`src/rtl/ttt_move_entry_if.sv`:
```
// Move-request handshake between the player-side entry controller (master)
// and the tic-tac-toe game core (slave). Four-phase req/ack: the master
// holds MoveReq with a stable MoveCell/MovePlayer until MoveAck rises, then
// waits for MoveAck to fall before it may request again.
interface ttt_move_entry_if;
   logic       MoveReq;
   logic       MoveAck;
   logic [3:0] MoveCell;
   logic       MovePlayer;

   modport master (output MoveReq, output MoveCell, output MovePlayer, input MoveAck);
   modport slave  (input MoveReq, input MoveCell, input MovePlayer, output MoveAck);
endinterface

```
`src/rtl/ttt_move_entry.sv`:
```
// Player-side move entry controller for the tic-tac-toe game core.
// Button pulses move a 3x3 cursor; BtnC on a free cell issues a four-phase
// move request carrying the cell index 3*y+x and the player to move.
// Optional build macro CURSOR_SKIP_EN: cursor steps jump over occupied cells
// along the row/column, and entry from IDLE avoids an occupied centre.
module ttt_move_entry #(
   parameter int TIMEOUT_CYC = 1023,
   parameter int TO_W        = 10
) (
   input  logic               Clk,
   input  logic               Reset,
   input  logic               Enable,
   input  logic               Turn,
   input  logic [8:0]         Occupied,
   input  logic               BtnU,
   input  logic               BtnD,
   input  logic               BtnL,
   input  logic               BtnR,
   input  logic               BtnC,
   ttt_move_entry_if.master   mv,
   output logic [1:0]         CurX,
   output logic [1:0]         CurY,
   output logic               Reject,
   output logic               Timeout,
   output logic               Qidle,
   output logic               Qsel,
   output logic               Qreq,
   output logic               Qrel
);

   // One-hot encoding so the Q flags are direct register bits.
   typedef enum logic [3:0] {
      ST_IDLE = 4'b1000,
      ST_SEL  = 4'b0100,
      ST_REQ  = 4'b0010,
      ST_REL  = 4'b0001
   } state_t;

   state_t          state;
   logic [TO_W-1:0] to_cnt;
   logic [1:0]      nxt_x;
   logic [1:0]      nxt_y;
   logic [1:0]      ent_x;
   logic [1:0]      ent_y;
   logic [3:0]      cur_cell;

   // Step forward around 0,1,2.
   function automatic logic [1:0] wrap_inc(input logic [1:0] v);
      return (v == 2'd2) ? 2'd0 : v + 2'd1;
   endfunction

   // Step backward around 0,1,2.
   function automatic logic [1:0] wrap_dec(input logic [1:0] v);
      return (v == 2'd0) ? 2'd2 : v - 2'd1;
   endfunction

   // Board index 3*y + x, computed as 2y + y + x.
   function automatic logic [3:0] cell_idx(input logic [1:0] x, input logic [1:0] y);
      return ({2'b00, y} << 1) + {2'b00, y} + {2'b00, x};
   endfunction

`ifdef CURSOR_SKIP_EN
   // Occupancy of row y, bit k = column k.
   function automatic logic [2:0] row_bits(input logic [8:0] occ, input logic [1:0] y);
      case (y)
         2'd0:    return occ[2:0];
         2'd1:    return occ[5:3];
         2'd2:    return occ[8:6];
         default: return 3'b111;
      endcase
   endfunction

   // Occupancy of column x, bit k = row k.
   function automatic logic [2:0] col_bits(input logic [8:0] occ, input logic [1:0] x);
      case (x)
         2'd0:    return {occ[6], occ[3], occ[0]};
         2'd1:    return {occ[7], occ[4], occ[1]};
         2'd2:    return {occ[8], occ[5], occ[2]};
         default: return 3'b111;
      endcase
   endfunction

   // Move to the next free position in the given direction; stay if none.
   function automatic logic [1:0] skip_step(input logic [1:0] pos, input logic fwd,
                                            input logic [2:0] occ3);
      logic [1:0] c1;
      logic [1:0] c2;
      c1 = fwd ? wrap_inc(pos) : wrap_dec(pos);
      c2 = fwd ? wrap_inc(c1) : wrap_dec(c1);
      if (!occ3[c1])
         return c1;
      else if (!occ3[c2])
         return c2;
      else
         return pos;
   endfunction

   // Column of a board index.
   function automatic logic [1:0] cell_x(input logic [3:0] idx);
      case (idx)
         4'd0, 4'd3, 4'd6: return 2'd0;
         4'd1, 4'd4, 4'd7: return 2'd1;
         4'd2, 4'd5, 4'd8: return 2'd2;
         default:          return 2'd1;
      endcase
   endfunction

   // Row of a board index.
   function automatic logic [1:0] cell_y(input logic [3:0] idx);
      case (idx)
         4'd0, 4'd1, 4'd2: return 2'd0;
         4'd3, 4'd4, 4'd5: return 2'd1;
         4'd6, 4'd7, 4'd8: return 2'd2;
         default:          return 2'd1;
      endcase
   endfunction
`endif

   assign cur_cell = cell_idx(CurX, CurY);

   // Cursor after a direction button in SEL; only the highest-priority one acts.
   always_comb begin
      nxt_x = CurX;
      nxt_y = CurY;
`ifdef CURSOR_SKIP_EN
      if (BtnU)
         nxt_y = skip_step(CurY, 1'b0, col_bits(Occupied, CurX));
      else if (BtnD)
         nxt_y = skip_step(CurY, 1'b1, col_bits(Occupied, CurX));
      else if (BtnL)
         nxt_x = skip_step(CurX, 1'b0, row_bits(Occupied, CurY));
      else if (BtnR)
         nxt_x = skip_step(CurX, 1'b1, row_bits(Occupied, CurY));
      else begin
         nxt_x = CurX;
         nxt_y = CurY;
      end
`else
      if (BtnU)
         nxt_y = wrap_dec(CurY);
      else if (BtnD)
         nxt_y = wrap_inc(CurY);
      else if (BtnL)
         nxt_x = wrap_dec(CurX);
      else if (BtnR)
         nxt_x = wrap_inc(CurX);
      else begin
         nxt_x = CurX;
         nxt_y = CurY;
      end
`endif
   end

   // Cursor position loaded when leaving IDLE for SEL.
   always_comb begin
      ent_x = 2'd1;
      ent_y = 2'd1;
`ifdef CURSOR_SKIP_EN
      if (Occupied[4]) begin
         // Scan downward so the lowest free index is the one that sticks.
         for (int i = 8; i >= 0; i--) begin
            if (!Occupied[i]) begin
               ent_x = cell_x(4'(i));
               ent_y = cell_y(4'(i));
            end else begin
               ent_x = ent_x;
               ent_y = ent_y;
            end
         end
      end else begin
         ent_x = 2'd1;
         ent_y = 2'd1;
      end
`endif
   end

   // Controller FSM with all outputs registered.
   always_ff @(posedge Clk or posedge Reset) begin
      if (Reset) begin
         state         <= ST_IDLE;
         CurX          <= 2'd1;
         CurY          <= 2'd1;
         mv.MoveReq    <= 1'b0;
         mv.MoveCell   <= 4'd0;
         mv.MovePlayer <= 1'b0;
         Reject        <= 1'b0;
         Timeout       <= 1'b0;
         to_cnt        <= '0;
      end else begin
         Reject  <= 1'b0;
         Timeout <= 1'b0;
         case (state)
            ST_IDLE: begin
               // A still-high ack from a previous handshake blocks entry.
               if (Enable && !mv.MoveAck) begin
                  state <= ST_SEL;
                  CurX  <= ent_x;
                  CurY  <= ent_y;
               end else begin
                  state <= ST_IDLE;
               end
            end
            ST_SEL: begin
               if (!Enable) begin
                  state <= ST_IDLE;
               end else if (BtnC) begin
                  if (Occupied[cur_cell]) begin
                     Reject <= 1'b1;
                  end else begin
                     mv.MoveCell   <= cur_cell;
                     mv.MovePlayer <= Turn;
                     mv.MoveReq    <= 1'b1;
                     to_cnt        <= '0;
                     state         <= ST_REQ;
                  end
               end else begin
                  CurX <= nxt_x;
                  CurY <= nxt_y;
               end
            end
            ST_REQ: begin
               // Ack is checked first so it wins over a simultaneous timeout.
               if (mv.MoveAck) begin
                  mv.MoveReq <= 1'b0;
                  state      <= ST_REL;
               end else if (to_cnt == TO_W'(TIMEOUT_CYC - 1)) begin
                  mv.MoveReq <= 1'b0;
                  Timeout    <= 1'b1;
                  to_cnt     <= to_cnt + TO_W'(1);
                  state      <= ST_SEL;
               end else begin
                  to_cnt <= to_cnt + TO_W'(1);
               end
            end
            ST_REL: begin
               if (!mv.MoveAck)
                  state <= Enable ? ST_SEL : ST_IDLE;
               else
                  state <= ST_REL;
            end
            default: begin
               state      <= ST_IDLE;
               mv.MoveReq <= 1'b0;
            end
         endcase
      end
   end

   assign Qidle = state[3];
   assign Qsel  = state[2];
   assign Qreq  = state[1];
   assign Qrel  = state[0];

endmodule

```
`src/flat_wrapper.sv`:
```
// flat-port wrapper written by rule: the top's interface ports become plain ports
module ttt_move_entry_flat 
#(
   parameter int TIMEOUT_CYC = 1023,
   parameter int TO_W        = 10
)
  (Clk, Reset, Enable, Turn, Occupied, BtnU, BtnD, BtnL, BtnR, BtnC, CurX, CurY, Reject, Timeout, Qidle, Qsel, Qreq, Qrel, mv_MoveReq, mv_MoveCell, mv_MovePlayer, mv_MoveAck);
  ttt_move_entry_if mv_i ();
  input  logic Clk;
  input  logic Reset;
  input  logic Enable;
  input  logic Turn;
  input  logic [8:0] Occupied;
  input  logic BtnU;
  input  logic BtnD;
  input  logic BtnL;
  input  logic BtnR;
  input  logic BtnC;
  output logic [1:0] CurX;
  output logic [1:0] CurY;
  output logic Reject;
  output logic Timeout;
  output logic Qidle;
  output logic Qsel;
  output logic Qreq;
  output logic Qrel;
  output wire logic [$bits(mv_i.MoveReq)-1:0] mv_MoveReq;
  output wire logic [$bits(mv_i.MoveCell)-1:0] mv_MoveCell;
  output wire logic [$bits(mv_i.MovePlayer)-1:0] mv_MovePlayer;
  input wire logic [$bits(mv_i.MoveAck)-1:0] mv_MoveAck;
  assign mv_MoveReq = mv_i.MoveReq;
  assign mv_MoveCell = mv_i.MoveCell;
  assign mv_MovePlayer = mv_i.MovePlayer;
  assign mv_i.MoveAck = mv_MoveAck;
  ttt_move_entry #(.TIMEOUT_CYC(TIMEOUT_CYC), .TO_W(TO_W)) u_core (.Clk(Clk), .Reset(Reset), .Enable(Enable), .Turn(Turn), .Occupied(Occupied), .BtnU(BtnU), .BtnD(BtnD), .BtnL(BtnL), .BtnR(BtnR), .BtnC(BtnC), .mv(mv_i), .CurX(CurX), .CurY(CurY), .Reject(Reject), .Timeout(Timeout), .Qidle(Qidle), .Qsel(Qsel), .Qreq(Qreq), .Qrel(Qrel));
endmodule
```
`config.mk`:
```
export PLATFORM = sky130hd
export DESIGN_NAME = ttt_move_entry_flat
export DESIGN_NICKNAME = d
export VERILOG_FILES = /design/src/rtl/ttt_move_entry_if.sv /design/src/rtl/ttt_move_entry.sv /design/src/flat_wrapper.sv
export SDC_FILE = /design/constraint.sdc
export NUM_CORES = 1
export LEC_CHECK = 0
export ABC_AREA = 1
export BUFFER_PORTS_ARGS = -buffer_cell sky130_fd_sc_hd__buf_4
export CAP_MARGIN = 20
export CORE_ASPECT_RATIO = 0.5
export CORE_MARGIN = 1.5
export CORE_UTILIZATION = 59
export DETAILED_ROUTE_END_ITERATION = 10
export PLACE_DENSITY = 0.87
export SYNTH_ARGS = -nofsm -noshare
export SYNTH_HDL_FRONTEND = slang
export SYNTH_SLANG_ARGS = --single-unit
```
`constraint.sdc`:
```
create_clock -name Clk -period 3.74 [get_ports Clk]
set_clock_uncertainty 0.1 [all_clocks]
set_input_delay 0.748 -clock Clk [delete_from_list [all_inputs] [get_ports Clk]]
set_output_delay 0.748 -clock Clk [all_outputs]
set_load 0.05 [all_outputs]
```
* After elaboration in Yosys (flattened, before gate mapping)
Index checks and enable logic that the tools add are counted.
** Storage, ports and cells
- Logic and storage cells :: 98
- Output and inout bits :: 16
- Bits of input ports :: 19
- Register bits after elaboration :: 26
** Operators by class
- $lt $le $gt $ge :: 1
- Add/sub/neg operators :: 7
- Bitwise logic cells :: 2
- Equal/unequal tests :: 20
- Multiplexer cells :: 46
- Reduce and logical (&&, ||, !) cells :: 13
** Operator list (number)
- 2-to-1 mux 10 bit :: 4
- 2-to-1 mux 4 bit :: 8
- 2-to-1 mux 2 bit :: 15
- one-hot mux 10 bit (2 select lines) :: 1
- one-hot mux 4 bit (4 select lines) :: 1
- AND reduction 5 bit :: 3
- inequality test 2 bit, second input constant :: 7
- 2-to-1 mux 1 bit :: 13
- inequality test 3 bit, second input constant :: 4
- adder 10 x 1 -> 10 bit, second input constant :: 1
- == test 10 bit, second input constant :: 1
- one-hot mux 2 bit (2 select lines) :: 2
- AND reduction 7 bit :: 1
- less-than comparator 4 x 5 -> 1 bit, second input constant :: 1
- adder 2 x 1 -> 2 bit, second input constant :: 2
- adder 3 x 2 -> 4 bit :: 1
- adder 4 x 2 -> 4 bit :: 1
- binary-select mux 1 bit (select 4 bit) :: 1
- == test 2 bit, second input constant :: 2
- == test 4 x 1 -> 1 bit, second input constant :: 1
- == test 4 x 2 -> 1 bit, second input constant :: 1
- == test 4 x 3 -> 1 bit, second input constant :: 1
- == test 4 bit, second input constant :: 1
- zero test 2 bit :: 2
- other kinds (11) :: 14

* Logic depth before layout (Yosys ltp)
- Depth in word-level cells :: 9
- Mapped depth :: 11
- Depth with buffers taken out :: 11

* Worst setup path after synthesis
Ideal clock, no wire load.
- Path kind :: flip-flop to flip-flop
- From :: register u_core.CurY[1]
- To :: register u_core.mv.MoveCell[1]
- Required time :: 3521 ps
- Setup time :: 119 ps
- Cell stages (with the launch flop) :: 12
- Slack :: 951 ps
- Arrival time :: 2570 ps
- Period minus slack after synthesis :: 2789 ps
- Buffers on the path :: 1
- Path through :: dfrtp_1 fa_1 ha_1 fa_1 inv_1 nand3_1 nand3_1 nand2_2 nand2_4 buf_6 nand2_2 o21ai_2
** On the way
- Cells in the longest elaborated chain, start to end :: 6
** RTL lines
- start: declaration :: RTL line ttt_move_entry.sv:22 : output logic [1:0] CurY,
- start signal: assignment :: RTL line ttt_move_entry.sv:198 : CurY <= ent_y;
- start signal: assignment :: RTL line ttt_move_entry.sv:218 : CurY <= nxt_y;
- adder 3 x 2 -> 4 bit :: RTL line ttt_move_entry.sv:59 : return ({2'b00, y} << 1) + {2'b00, y} + {2'b00, x};
- adder 4 x 2 -> 4 bit :: RTL line ttt_move_entry.sv:59
- net u_core.cur_cell[2] :: RTL line ttt_move_entry.sv:45 : logic [3:0] cur_cell;
- binary-select mux 1 bit (select 4 bit) :: RTL line ttt_move_entry.sv:207 : if (Occupied[cur_cell]) begin
- 2-to-1 mux 1 bit (not written as such) :: RTL line ttt_move_entry.sv:207
- inverter 1 bit (no source line)
- AND reduction 4 bit (no source line)
- end signal: assignment :: RTL line ttt_move_entry.sv:210 : mv.MoveCell <= cur_cell;
- end: declaration :: RTL line ttt_move_entry_if.sv:11 : modport master (output MoveReq, output MoveCell, output MovePlayer, input MoveAck);
The timed path passes the listed nets, and every way through them passes these cells. The select of a mux whose other input is x is not followed.
A chain may end at the register's enable or synchronous reset.

* Worst setup path after layout
- From :: register u_core.CurY[0]
- To :: register u_core.to_cnt[7]
** On the way
- Cells in the longest elaborated chain, start to end :: 6
** RTL lines
- adder 3 x 2 -> 4 bit :: RTL line ttt_move_entry.sv:59
- adder 4 x 2 -> 4 bit :: RTL line ttt_move_entry.sv:59
- net u_core.cur_cell[2] :: RTL line ttt_move_entry.sv:45
- binary-select mux 1 bit (select 4 bit) :: RTL line ttt_move_entry.sv:207
- 2-to-1 mux 1 bit (not written as such) :: RTL line ttt_move_entry.sv:207
- inequality test 2 bit (no source line)
- AND reduction 5 bit (no source line)
- end signal: assignment :: RTL line ttt_move_entry.sv:229 : to_cnt <= to_cnt + TO_W'(1);
- end signal: assignment :: RTL line ttt_move_entry.sv:232 : to_cnt <= to_cnt + TO_W'(1);
- end: declaration :: RTL line ttt_move_entry.sv:40 : logic [TO_W-1:0] to_cnt;
The timed path passes the listed nets, and every way through them passes these cells. The select of a mux whose other input is x is not followed.

==> run metrics <==
status finished, final reports clean; Antenna diodes 0; Root Driver clkbuf_8; Syn Nets approximately 250; # hold bufs at CTS 0; post-route ant nets 0; first-pass GRT wire length between 6000 and 7000 um; pre-CTS setup slack around 840 ps; Clock Sinks 26; # resized after CTS 0; post-CTS setup buffers 0; Die X-Extent between 70 and 80 um; WL per Instance around 13 um; Filler Cells Inserted roughly 200; Hold Path Class in2async; Top FF cell, synth dfrtp_1; largest net degree at the start of global routing 27; clock buffer depth 2; max incr delay on CP a little under 600 ps; sum of buffers and inverters on the critical path 1; Die ar. between 3000 and 4000 um^2; post-route cell area 2097 um^2; hpwl dp 2883 um; Async S/R FF share, synth between 90% and 100%; f_max roughly 340 MHz; actual slew at the worst max-slew pin 475.5 ps; placed instance area about 2000 um^2; initial DRC count 146; Mapped Avg Cell Area 7.789 um^2; gpl congestion ~0.83; synthesized instance count between 200 and 250; area taken by multi-input logic gates 933.4 um^2; number of antenna violations at the first check in global routing 0; final core utilization 78.14%; Final TNS setup 0 ps; unrepaired setup endpoints after global routing no; worst vdd ir roughly 0.51 mV; port bufs 34; Ports 35; placed insts between 200 and 300; CTS H-tree lvls 1; number of CTS-inserted buffers 3; sequential area share after synthesis a little under two fifths; Core Rows 13; critical path launch point type flop; CP Class reg2reg; Area growth syn-to-layout 21.27%; Fin. Hold Viols 0; Worst path top cell family by delay adder cells; layout cells sized above 1 about a quarter; setup ws final 812.4 ps; DR vias 1600; worst path required time ~3800 ps; Crit Path Max Fanout 21; core box area about 2700 um^2; vias per inst about 5.4; Post-Route WL ~3900 um; CP cell instances fa_1, ha_1, fa_1, inv_1, nand3_1, nand3_1, nand2_2, nand2_4, nand2_4, nand2_1, nand2_1; synthesized cell area approximately 1700 um^2; Yosys cell types 27; CP endpoint kind flop; total grt overflow 0; Register Area about 650 um^2; Global Route Usage Sum between 20 and 30%; Crit-path slowest cell dfstp_2; crit path DAT about 3000 ps; Yosys reg bits 26; initial core utilization 64.43%; CTS tree yes; vias in the first global route 1408; first-pass detailed-route iteration total 4; P_leak roughly 1.1 nW; final setup vio count 0; Synth Warn # 0; DRC Markers 0; clock slew seen by the registers of the worst setup and hold paths about 90 ps; Relative slew margins around 70%; final std cells w/o fill 294; Slew Viols, Final 0; die height about 41 um; min Tclk post-route between 2000 and 3000 ps; PD cells roughly 670 nW/um^2; fin nets 289; Post-synth EDFFs 0; Clock Latency Late Sink 280 ps; total of max-cap violations 0; fin crit share between 70% and 80%
==> final timing paths <==
| kind | endpoint | slack [ps] | from | cells past startpoint |
|---|---|---|---|---|
| worst max-delay path | u_core.to_cnt[7]$_DFFE_PP0P_ | 810 | u_core.CurY[0]$_DFFE_PP1P_ | 11 |
| worst min-delay path | u_core.mv.MoveCell[0]$_DFFE_PP0P_ | 370 | Reset | 2 |
| worst max register to register | u_core.to_cnt[7]$_DFFE_PP0P_ | 810 | u_core.CurY[0]$_DFFE_PP1P_ | 11 |
| worst min register to register | u_core.mv.MovePlayer$_DFFE_PP0P_ | 400 | u_core.mv.MovePlayer$_DFFE_PP0P_ | 2 |
| max in group asynchronous | u_core.state[3]$_DFFE_PP1P_ | 2650 | Reset | 3 |
| min in group Clk | u_core.mv.MovePlayer$_DFFE_PP0P_ | 400 | u_core.mv.MovePlayer$_DFFE_PP0P_ | 2 |
==> registers in the layout, indices dropped and copies added, names as in the netlist <==
register              flops
u_core.Reject             1
u_core.CurY               2
u_core.Timeout            1
u_core.mv.MovePlayer      1
u_core.to_cnt            10
u_core.CurX               2
u_core.mv.MoveReq         1
u_core.state              4
u_core.mv.MoveCell        4
==> cell usage in the layout (no fill, tap or decap), types with 3 or more instances in the layout <==
master    count
o21ai_0      12
o21ai_2       4
dfstp_2       3
dfrtp_1      23
nand2_1      56
nor2_1       17
buf_4        34
nand2_4       4
nand2_2       5
nor3_1        7
inv_1        25
a21oi_1       7
clkbuf_8      3
inv_2         4
ha_1         10
nand3_1      23
==> cells in the mapped netlist, types with 3 or more instances <==
master | number | area share, %
inv_2 | 4 | 0.87
nor3_1 | 7 | 2.0
dfrtp_1 | 23 | 33
o21ai_2 | 4 | 2.0
o21ai_0 | 12 | 3.5
a21oi_1 | 7 | 2.0
nand2_4 | 4 | 2.6
nand2_2 | 5 | 1.8
nand2_1 | 56 | 12
inv_1 | 25 | 5.4
ha_1 | 10 | 7.2
nor2_1 | 17 | 3.7
dfstp_2 | 3 | 4.6
nand3_1 | 23 | 6.7
==> report_power, final <==
group          internal, W  leakage [nW]  switching, W  total, W
sequential        0.000341         0.348     0.0000544  0.000396
clock             0.000143        0.0357     0.0000949  0.000238
combinational     0.000247         0.689      0.000525  0.000772
==> per-layer routing <==
layer,GRT usage [%],up-vias,share of wire (%)
met5,0,-,0
met4,8.772,0,2.2
met3,5.778,13,4.7
met2,48.52,52,49
met1,30.03,748,44
li1,-,787,-
==> layout make-up <==
type / count / share of cell area, %
clock inverter: 1 / 1.432
timing repair buffer: 35 / 13.48
tap: 37 / 2.208
inverter: 29 / 5.191
sequential: 26 / 31.21
multi-input combinational: 163 / 44.51
clock buffer: 3 / 1.969
==> worst reg2reg max path, cell delays in order (launching register included) <==
cell and delay [ps]:
dfstp_2 590, fa_1 450, ha_1 230, fa_1 490
inv_1 140, nand3_1 90, nand3_1 90, nand2_2 110
nand2_4 270, nand2_4 140, nand2_1 80, nand2_1 50
==> per-stage QoR <==
step                      total power, W  hold slack (ps)
final                           0.001406            370.9
after global routing            0.001508            383.6
after CTS                       0.001392            390.7
after detailed placement        0.001156            368.4
after global placement          0.001113            363.2
after floorplan                0.0009576            406.3
==> logic make-up (layout without fill, tap and decap cells) <==
| kind of cell | after synthesis | after routing | synth area share (%) |
|---|---|---|---|
| DFF | 26 | 26 | 37.84 |
| AOI/OAI and AO/OA | 26 | 26 | 8.683 |
| buffers and inverters | 33 | 68 | 8.176 |
| and+or+nand+nor | 121 | 121 | 33.57 |
| adders and majority gates | 12 | 12 | 9.551 |
| muxes | 2 | 2 | 1.158 |
| xor gates and xnor gates | 2 | 2 | 1.013 |
Power figures use the tool's default switching activity.
